==> config.mk <==
export PLATFORM = sky130hd
export DESIGN_NAME = pwm_compare8
export DESIGN_NICKNAME = d
export VERILOG_FILES = /design/src/rtl/pwm_compare8.sv
export SDC_FILE = /design/constraint.sdc
export NUM_CORES = 1
export LEC_CHECK = 0
export ABC_AREA = 1
export BUFFER_PORTS_ARGS = -buffer_cell sky130_fd_sc_hd__buf_4
export CAP_MARGIN = 20
export CORE_MARGIN = 1.5
export CORE_UTILIZATION = 56
export CTS_CLUSTER_DIAMETER = 80
export DETAILED_ROUTE_END_ITERATION = 10
export PLACE_DENSITY = 0.82
export REMOVE_ABC_BUFFERS = 1
export SLEW_MARGIN = 0
export SYNTH_ARGS = -nofsm -noshare
export SYNTH_HDL_FRONTEND = slang
export SYNTH_SLANG_ARGS = --single-unit
==> constraint.sdc <==
create_clock -name clk_i -period 3.65 [get_ports clk_i]
set_clock_uncertainty 0.2 [all_clocks]
set_input_delay 0.365 -clock clk_i [delete_from_list [all_inputs] [get_ports clk_i]]
set_output_delay 0.365 -clock clk_i [all_outputs]
set_load 0.01 [all_outputs]
==> src/rtl/pwm_compare8.sv <==
// ---------------------------------------------------------------------------
// pwm_compare8
//
// PWM generator that sits downstream of the free-running 8-bit up-counter.
// It compares the incoming count against a double-buffered duty value, so a
// new duty only ever takes effect at a period boundary (counter wrap
// 255 -> 0).
//
// The block also:
//   - detects the wrap itself;
//   - counts completed periods;
//   - holds the PWM output low after enable until a complete period can be
//     produced.
//
// Ports
//   clk_i         : single clock, shared with the counter
//   rst_ni        : asynchronous active-low reset
//   en_i          : PWM enable
//   cnt_i[7:0]    : counter value (the counter's cnt_o)
//   duty_i[7:0]   : new duty value, high-time in counts
//   duty_we_i     : write strobe for duty_i
//   pwm_o         : registered PWM output
//   wrap_o        : one-cycle pulse per detected 255 -> 0 wrap
//   duty_act_o    : duty value currently used by the comparator
//   period_cnt_o  : completed-period counter, wraps 255 -> 0
//   run_o         : high while the PWM is actively driving (RUN state)
//
// All outputs are registered. pwm_o lags cnt_i by exactly one clock, which
// keeps the duty ratio exact.
// ---------------------------------------------------------------------------
module pwm_compare8 (
  input  logic       clk_i,
  input  logic       rst_ni,
  input  logic       en_i,
  input  logic [7:0] cnt_i,
  input  logic [7:0] duty_i,
  input  logic       duty_we_i,
  output logic       pwm_o,
  output logic       wrap_o,
  output logic [7:0] duty_act_o,
  output logic [7:0] period_cnt_o,
  output logic       run_o
);

  typedef enum logic [1:0] {
    IDLE = 2'd0,
    SYNC = 2'd1,
    RUN  = 2'd2
  } state_e;

  state_e     state_q;
  logic [7:0] cnt_q;
  logic [7:0] duty_pend_q;
  logic       pend_valid_q;
  logic [7:0] duty_act_q;
  logic [7:0] period_cnt_q;
  logic       pwm_q;
  logic       wrap_q;
  logic       run_q;

  logic       wrap;
  logic [7:0] duty_nxt;
  logic       cmp_hi;

  // A wrap is only the exact FF -> 00 step.
  // Loads, holds and counter resets produce other discontinuities and are
  // deliberately ignored. A count held at FF for several cycles still gives
  // a single wrap, because only the final FF -> 00 step matches.
  assign wrap = (cnt_q == 8'hFF) && (cnt_i == 8'h00);

  // On the wrap cycle the pending duty is used immediately, so the first
  // compare of the new period already sees the new value.
  assign duty_nxt = (wrap && pend_valid_q) ? duty_pend_q : duty_act_q;

  assign cmp_hi = (cnt_i < duty_nxt);

  // Previous counter sample, used only for wrap detection.
  always_ff @(posedge clk_i or negedge rst_ni) begin
    if (!rst_ni) begin
      cnt_q <= 8'h00;
    end else begin
      cnt_q <= cnt_i;
    end
  end

  // Duty double buffer.
  // The promotion to the active register uses the old pending value, so a
  // write arriving in the same cycle as a wrap becomes pending for the
  // following period. Repeated writes inside one period simply overwrite
  // the pending value.
  always_ff @(posedge clk_i or negedge rst_ni) begin
    if (!rst_ni) begin
      duty_pend_q  <= 8'h00;
      pend_valid_q <= 1'b0;
      duty_act_q   <= 8'h00;
    end else begin
      if (wrap && pend_valid_q) begin
        duty_act_q <= duty_pend_q;
      end
      if (duty_we_i) begin
        duty_pend_q  <= duty_i;
        pend_valid_q <= 1'b1;
      end else if (wrap) begin
        pend_valid_q <= 1'b0;
      end
    end
  end

  // Wrap pulse and period counter.
  // Both run in every FSM state, so software can see periods elapsing even
  // while the output is disabled.
  always_ff @(posedge clk_i or negedge rst_ni) begin
    if (!rst_ni) begin
      wrap_q       <= 1'b0;
      period_cnt_q <= 8'h00;
    end else begin
      wrap_q <= wrap;
      if (wrap) begin
        period_cnt_q <= period_cnt_q + 8'd1;
      end
    end
  end

  // Output FSM.
  // SYNC waits for a wrap so that the first high pulse after enable is a
  // full period. The SYNC -> RUN edge already drives pwm from the compare.
  // Dropping the enable forces the output low on that same edge.
  always_ff @(posedge clk_i or negedge rst_ni) begin
    if (!rst_ni) begin
      state_q <= IDLE;
      pwm_q   <= 1'b0;
      run_q   <= 1'b0;
    end else begin
      case (state_q)
        IDLE: begin
          pwm_q <= 1'b0;
          run_q <= 1'b0;
          if (en_i) begin
            state_q <= SYNC;
          end
        end
        SYNC: begin
          if (!en_i) begin
            state_q <= IDLE;
            pwm_q   <= 1'b0;
            run_q   <= 1'b0;
          end else if (wrap) begin
            state_q <= RUN;
            pwm_q   <= cmp_hi;
            run_q   <= 1'b1;
          end else begin
            pwm_q <= 1'b0;
            run_q <= 1'b0;
          end
        end
        RUN: begin
          if (!en_i) begin
            state_q <= IDLE;
            pwm_q   <= 1'b0;
            run_q   <= 1'b0;
          end else begin
            pwm_q <= cmp_hi;
            run_q <= 1'b1;
          end
        end
        default: begin
          state_q <= IDLE;
          pwm_q   <= 1'b0;
          run_q   <= 1'b0;
        end
      endcase
    end
  end

  assign pwm_o        = pwm_q;
  assign wrap_o       = wrap_q;
  assign duty_act_o   = duty_act_q;
  assign period_cnt_o = period_cnt_q;
  assign run_o        = run_q;

endmodule

==> results.toml, run 1 <==
[sta]
post-route-period-util_pct = 71.2
rsz0062_at_grt = "false"
max_clock_freq_mhz = 385
worst_slew_pin_slew_ns = 0.448
finalHoldViolations = 0
setup_ws_ns = 1.05
fin_setup_tns_ns = 0
finalSetupViolations = 0
slew_headroom_pct = 70.2
post-route-min-period_ns = 2.60
slew_viol_final = 0

[power]
p_leak_nw = 1.15
peakVddDrop_mv = 0.232
total_power_mw = 0.767
powerDensity_nw_per_um2 = 342

[worst_setup_path]
critPathKind = "in2reg"
start_kind = "input port"
worst_setup_path_end_kind = "register"
worst-path-max-fanout = 15
crit_required_ns = 3.72
r2r_slack_ns = 1.47
arrival_ns = 2.67

[floorplanning]
fp.dieH_um = 59.3
rows = 20
die-area_um2 = 3510
start_util_pct = 58.6
core-area_um2 = 3030
io_pins = 39
die_w_um = 59.3

[clocking]
cts-htree-levels = 2
clockBufferDepth = 2
numCtsBuffers = 5
clock_latency_ns = 0.34
clkTransAtPathRegs_ns = 0.10
clkSinkCount = 38
root_buffer = "clkbuf_4"
cts_tree = "built"

[global_routing]
grt_use_total_pct = 19.9
grt.overflow.total = 0
grt_max_degree = 39
grt_pass1_wl_um = 5110
grt_pass1_vias = 1260
antenna_found_initial = 0

[finish]
final_cell_mix = "nand2_1 (53), dfrtp_1 (38), buf_4 (38), inv_1 (30), ha_1 (11)"
nets = 270
drive_gt1_share_pct = 23.0
nFillCells = 233
multi_input_area_um2 = 696
final_cells = 283
final_cell_area_um2 = 2240
diodes = 0
regArea_um2 = 951
mostFrequentLayoutCell = "nand2_1"
syn2layout_area_growth_pct = 26.3

[synth]
syn_inst = 187
ys_seq_area_share_pct = 53.6
synth_area_leaders = "dfrtp_1 (54%), nand2_1 (11%), ha_1 (7.8%)"
avgSynthCellArea_um2 = 9.48
synth-seq-cells = 38
synth_area_um2 = 1770
yosysTopAreaCell = "dfrtp_1"
synth_cell_types = 29
yosys_warnings = 0
synth_top_cell_area_share_pct = 53.6

[routing]
first_iter_violations = 22
firstDrtPassIters = 4
vias = 1324
routedWlPerCell_um = 10.3
avgViaCountPerCell = 4.68
detail-route-antenna-nets = 0
routed_wl_um = 2920
drc = 0

[placed_design]
placed_area_um2 = 2100
dp_cells = 267
dp_slack_ns = 1.23
hpwl_um = 2250
portBuffers = 38
gp_congestion = 0.875

[outcome]
status = "finished clean"

[job]
cap_violations = 0

[worst_hold_path]
hold_path.class = "in2reg"
[registers in the layout (all words and copies together), names as in the netlist, 2 cells and up]
| name | cells |
|---|---|
| cnt_q | 8 |
| duty_act_o | 8 |
| duty_pend_q | 8 |
| period_cnt_o | 8 |
| state_q | 2 |
[metrics by stage]
stage          hold WS, ns  utilization [%]
2_1_floorplan       -0.131                -
3_3_place_gp         0.150             69.5
3_5_place_dp         0.151             69.5
4_1_cts            0.00633             74.0
5_1_grt             0.0227             74.0
6_report            0.0212             74.0
[area by class of cell]
class | instances | share of cell area, %
flip-flops and latches | 38 | 42.5
multi-input cells | 116 | 31.1
repair buffers | 47 | 16.8
inverters | 31 | 5.25
well taps | 44 | 2.46
clock buffers | 7 | 2.01
[final timing paths]
kind                       cells past startpoint         endpoint      startpoint
max                                           12            pwm_o        cnt_i[7]
min                                            3   duty_pend_q[1]       duty_i[1]
max reg2reg                                   11            pwm_o        cnt_q[1]
min reg2reg                                    2   duty_pend_q[3]  duty_pend_q[3]
max in group asynchronous                      2    duty_act_o[3]          rst_ni
min in group asynchronous                      2  period_cnt_o[6]          rst_ni
[power breakdown]
part / internal (mW) / total (mW) / switching [mW]
Combinational: 0.0529 / 0.115 / 0.0621
Sequential: 0.444 / 0.458 / 0.0140
Clock: 0.0726 / 0.194 / 0.121
[synth_stat cells]
cell       count
clkbuf_1       1
o21ai_1        6
nand4_1        3
nand2_4        1
a21boi_0       1
a21oi_2        1
o2111ai_1      1
clkinv_2       1
a211oi_1       1
nor3_2         1
o21ai_0        8
a21oi_1        3
ha_1          11
nand3_4        1
xnor2_1        2
xor2_1         4
nor4_4         1
nor2_1         5
o221ai_1       1
inv_1         30
dfrtp_1       38
nor3_1         1
nand3_1        4
nor2_4         2
nor2_2         3
and2_1         1
nand3_2        1
nand2_1       53
buf_2          1
[cell families (layout without fill, tap and decap cells)]
family | Yosys count | after routing | share of synthesized area, %
adder cells (fa/ha/maj) | 11 | 11 | 7.76
AND/OR/NAND/NOR | 77 | 77 | 21.4
AO/OA/AOI/OAI | 22 | 22 | 7.13
flip-flops | 38 | 38 | 53.6
buffers and inverters | 33 | 85 | 7.13
XOR/XNOR | 6 | 6 | 2.96
[repair_timing]
| item | in CTS | in global routing |
|---|---|---|
| hold buffers | 9 | 0 |
| endpoints found under the hold margin | 46 | 0 |
| gates resized for setup | 0 | 0 |
| buffers inserted | 0 | 0 |
[routing by layer]
metal,vias to the layer above,part of all wire (%),global-route usage [%]
met5,-,0,0
met4,0,3.3,12.7
met3,9,5.2,5.02
met2,39,47,32.3
met1,581,45,23.4
li1,695,-,-
[critical path: stages]
cell	delay [ns]
dlygate4sd3_1	0.54
buf_4	0.14
nor2_1	0.14
nand2_1	0.12
nor2_4	0.15
nand3_4	0.17
o21ai_1	0.20
inv_1	0.06
ha_1	0.29
a211oi_1	0.21
o2111ai_1	0.15
a21oi_2	0.12
(Power assumes the default switching activity.)
==> run 2: changes to the inputs <==
Settings changed: CORE_UTILIZATION 56 to 53, PLACE_DENSITY 0.82 to 0.78.
Clock period 3.65 ns to 2.6 ns, I/O delays scaled along.
==> run 2 against run 1 <==
Net effect:
- clock power up 90%
- count of clock-buffer cells in the layout increased by 1
- register-to-register slack got worse by 0.99 ns
- die area grew 5.4%
- global-route usage is 2.4 points higher
- critical path depth is the same
- first-iteration DRC count rose by 140%
- final area up 7.9%
- critical path type unchanged
- largest power group unchanged
- highest routed layer unchanged
==> results.toml, run 2 (synthesis gave the netlist of run 1 again) <==
[worst_setup_path]
crit_required_ns = 2.67
worst-path-max-fanout = 6
start_kind = "input port"
critPathBufInv = 3
slowest_delay_ns = 0.54
cp_cell_sequence = "dlygate4sd3_1, buf_4, nor2_1, nand2_1, nor2_4, nand3_4, o21ai_2, inv_1, ha_1, a211oi_1, o2111ai_1, a21oi_2"
crit_family = "buffers and inverters"
crit_path_top_delay_cell = "dlygate4sd3_1"
critPathKind = "in2reg"
worst_setup_path_end_kind = "register"
arrival_ns = 2.49

[sta]
max_clock_freq_mhz = 413
slew_headroom_pct = 68.3
post-route-min-period_ns = 2.42
post-route-period-util_pct = 93.1
setup_ws_ns = 0.180
finalHoldViolations = 0
slew_viol_final = 0
fin_setup_tns_ns = 0
rsz0062_at_grt = "false"
worst_slew_pin_slew_ns = 0.475
finalSetupViolations = 0

[global_routing]
antenna_found_initial = 0
grt_pass1_vias = 1488
grt_pass1_wl_um = 5970
grt.overflow.total = 0
grt_use_total_pct = 22.3
grt_max_degree = 39

[finish]
final_cell_mix = "nand2_1 (53), buf_4 (42), dfrtp_1 (38), inv_1 (30), dlygate4sd3_1 (19)"
final_cell_area_um2 = 2420
diodes = 0
mostFrequentLayoutCell = "nand2_1"
syn2layout_area_growth_pct = 36.3
nets = 285
drive_gt1_share_pct = 25.1
nFillCells = 223

[clocking]
cts-htree-levels = 2
clkSinkCount = 38
numCtsBuffers = 5
clkTransAtPathRegs_ns = 0.10
clockBufferDepth = 2
clock_latency_ns = 0.34
cts_tree = "built"
root_buffer = "clkbuf_4"

[floorplanning]
start_util_pct = 57.1
fp.dieH_um = 60.8
die-area_um2 = 3700
io_pins = 39
rows = 20
die_w_um = 60.8
core-area_um2 = 3100

[outcome]
status = "finished clean"

[routing]
first_iter_violations = 52
avgViaCountPerCell = 4.86
detail-route-antenna-nets = 0
firstDrtPassIters = 4
drc = 0
routed_wl_um = 3550
vias = 1453
routedWlPerCell_um = 11.9

[placed_design]
placed_area_um2 = 2100
gp_congestion = 0.744
portBuffers = 38
hpwl_um = 2470
dp_slack_ns = 0.286

[job]
cap_violations = 0

[power]
powerDensity_nw_per_um2 = 495
p_leak_nw = 1.24
peakVddDrop_mv = 0.395

[worst_hold_path]
hold_path.class = "in2reg"
-- run 2: path summary, 6_finish.rpt --
path                                       from               to  slack (ns)  cells past startpoint
min in group asynchronous                rst_ni  period_cnt_o[5]        0.22                      2
max in group asynchronous                rst_ni   duty_pend_q[3]        1.65                      2
worst max-delay path                   cnt_i[7]            pwm_o        0.18                     12
worst max register to register         cnt_q[0]            pwm_o        0.48                     11
worst min-delay path                  duty_we_i   duty_pend_q[0]       0.007                      2
worst min register to register  period_cnt_o[7]  period_cnt_o[7]        0.28                      1
-- run 2: repair_timing --
item / 4_1_cts / 5_1_grt
hold buffers: 19 / 0
buffers inserted: 0 / 4
resized for setup: 0 / 1
hold endpoints to repair: 54 / 0
setup endpoints to repair: 0 / 1
-- run 2: final cells by class --
type / instances / area [um^2] / area share (%)
Inverter: 31 / 118 / 4.87
Tap cell: 44 / 55.1 / 2.28
Timing Repair Buffer: 61 / 505 / 20.9
Sequential cell: 38 / 951 / 39.3
Clock buffer: 8 / 78.8 / 3.26
Multi-Input combinational cell: 117 / 709 / 29.3
-- run 2: where the power goes --
part	total, mW	switching (mW)	leakage (nW)	internal (mW)
Combinational	0.185	0.0974	0.728	0.0871
Sequential	0.644	0.0213	0.464	0.623
Clock	0.368	0.183	0.0446	0.185
-- run 2: worst reg2reg max path, stage by stage, from the launching register on --
cell	delay [ns]
dfrtp_1	0.36
nand2_1	0.06
inv_1	0.05
nand2_1	0.09
nor2_4	0.18
nand3_4	0.12
o21ai_2	0.14
inv_1	0.05
ha_1	0.29
a211oi_1	0.23
o2111ai_1	0.15
a21oi_2	0.12
-- run 2: layer usage --
metal | wire (um) | GRT usage (%)
met1 | 1460 | 25.3
met2 | 1820 | 38.7
met3 | 185 | 5.33
met4 | 82 | 12.1
met5 | 0 | 0
-- run 2: per-stage QoR --
stage	cells	hold WS [ns]	util, %	total power, mW
3_3_place_gp	267	0.0433	67.8	0.798
2_1_floorplan	185	-0.236	-	0.740
5_1_grt	299	0.0141	77.9	1.26
3_5_place_dp	267	0.0475	67.8	0.811
6_report	299	0.00698	77.9	1.20
4_1_cts	294	0.000694	76.5	1.20
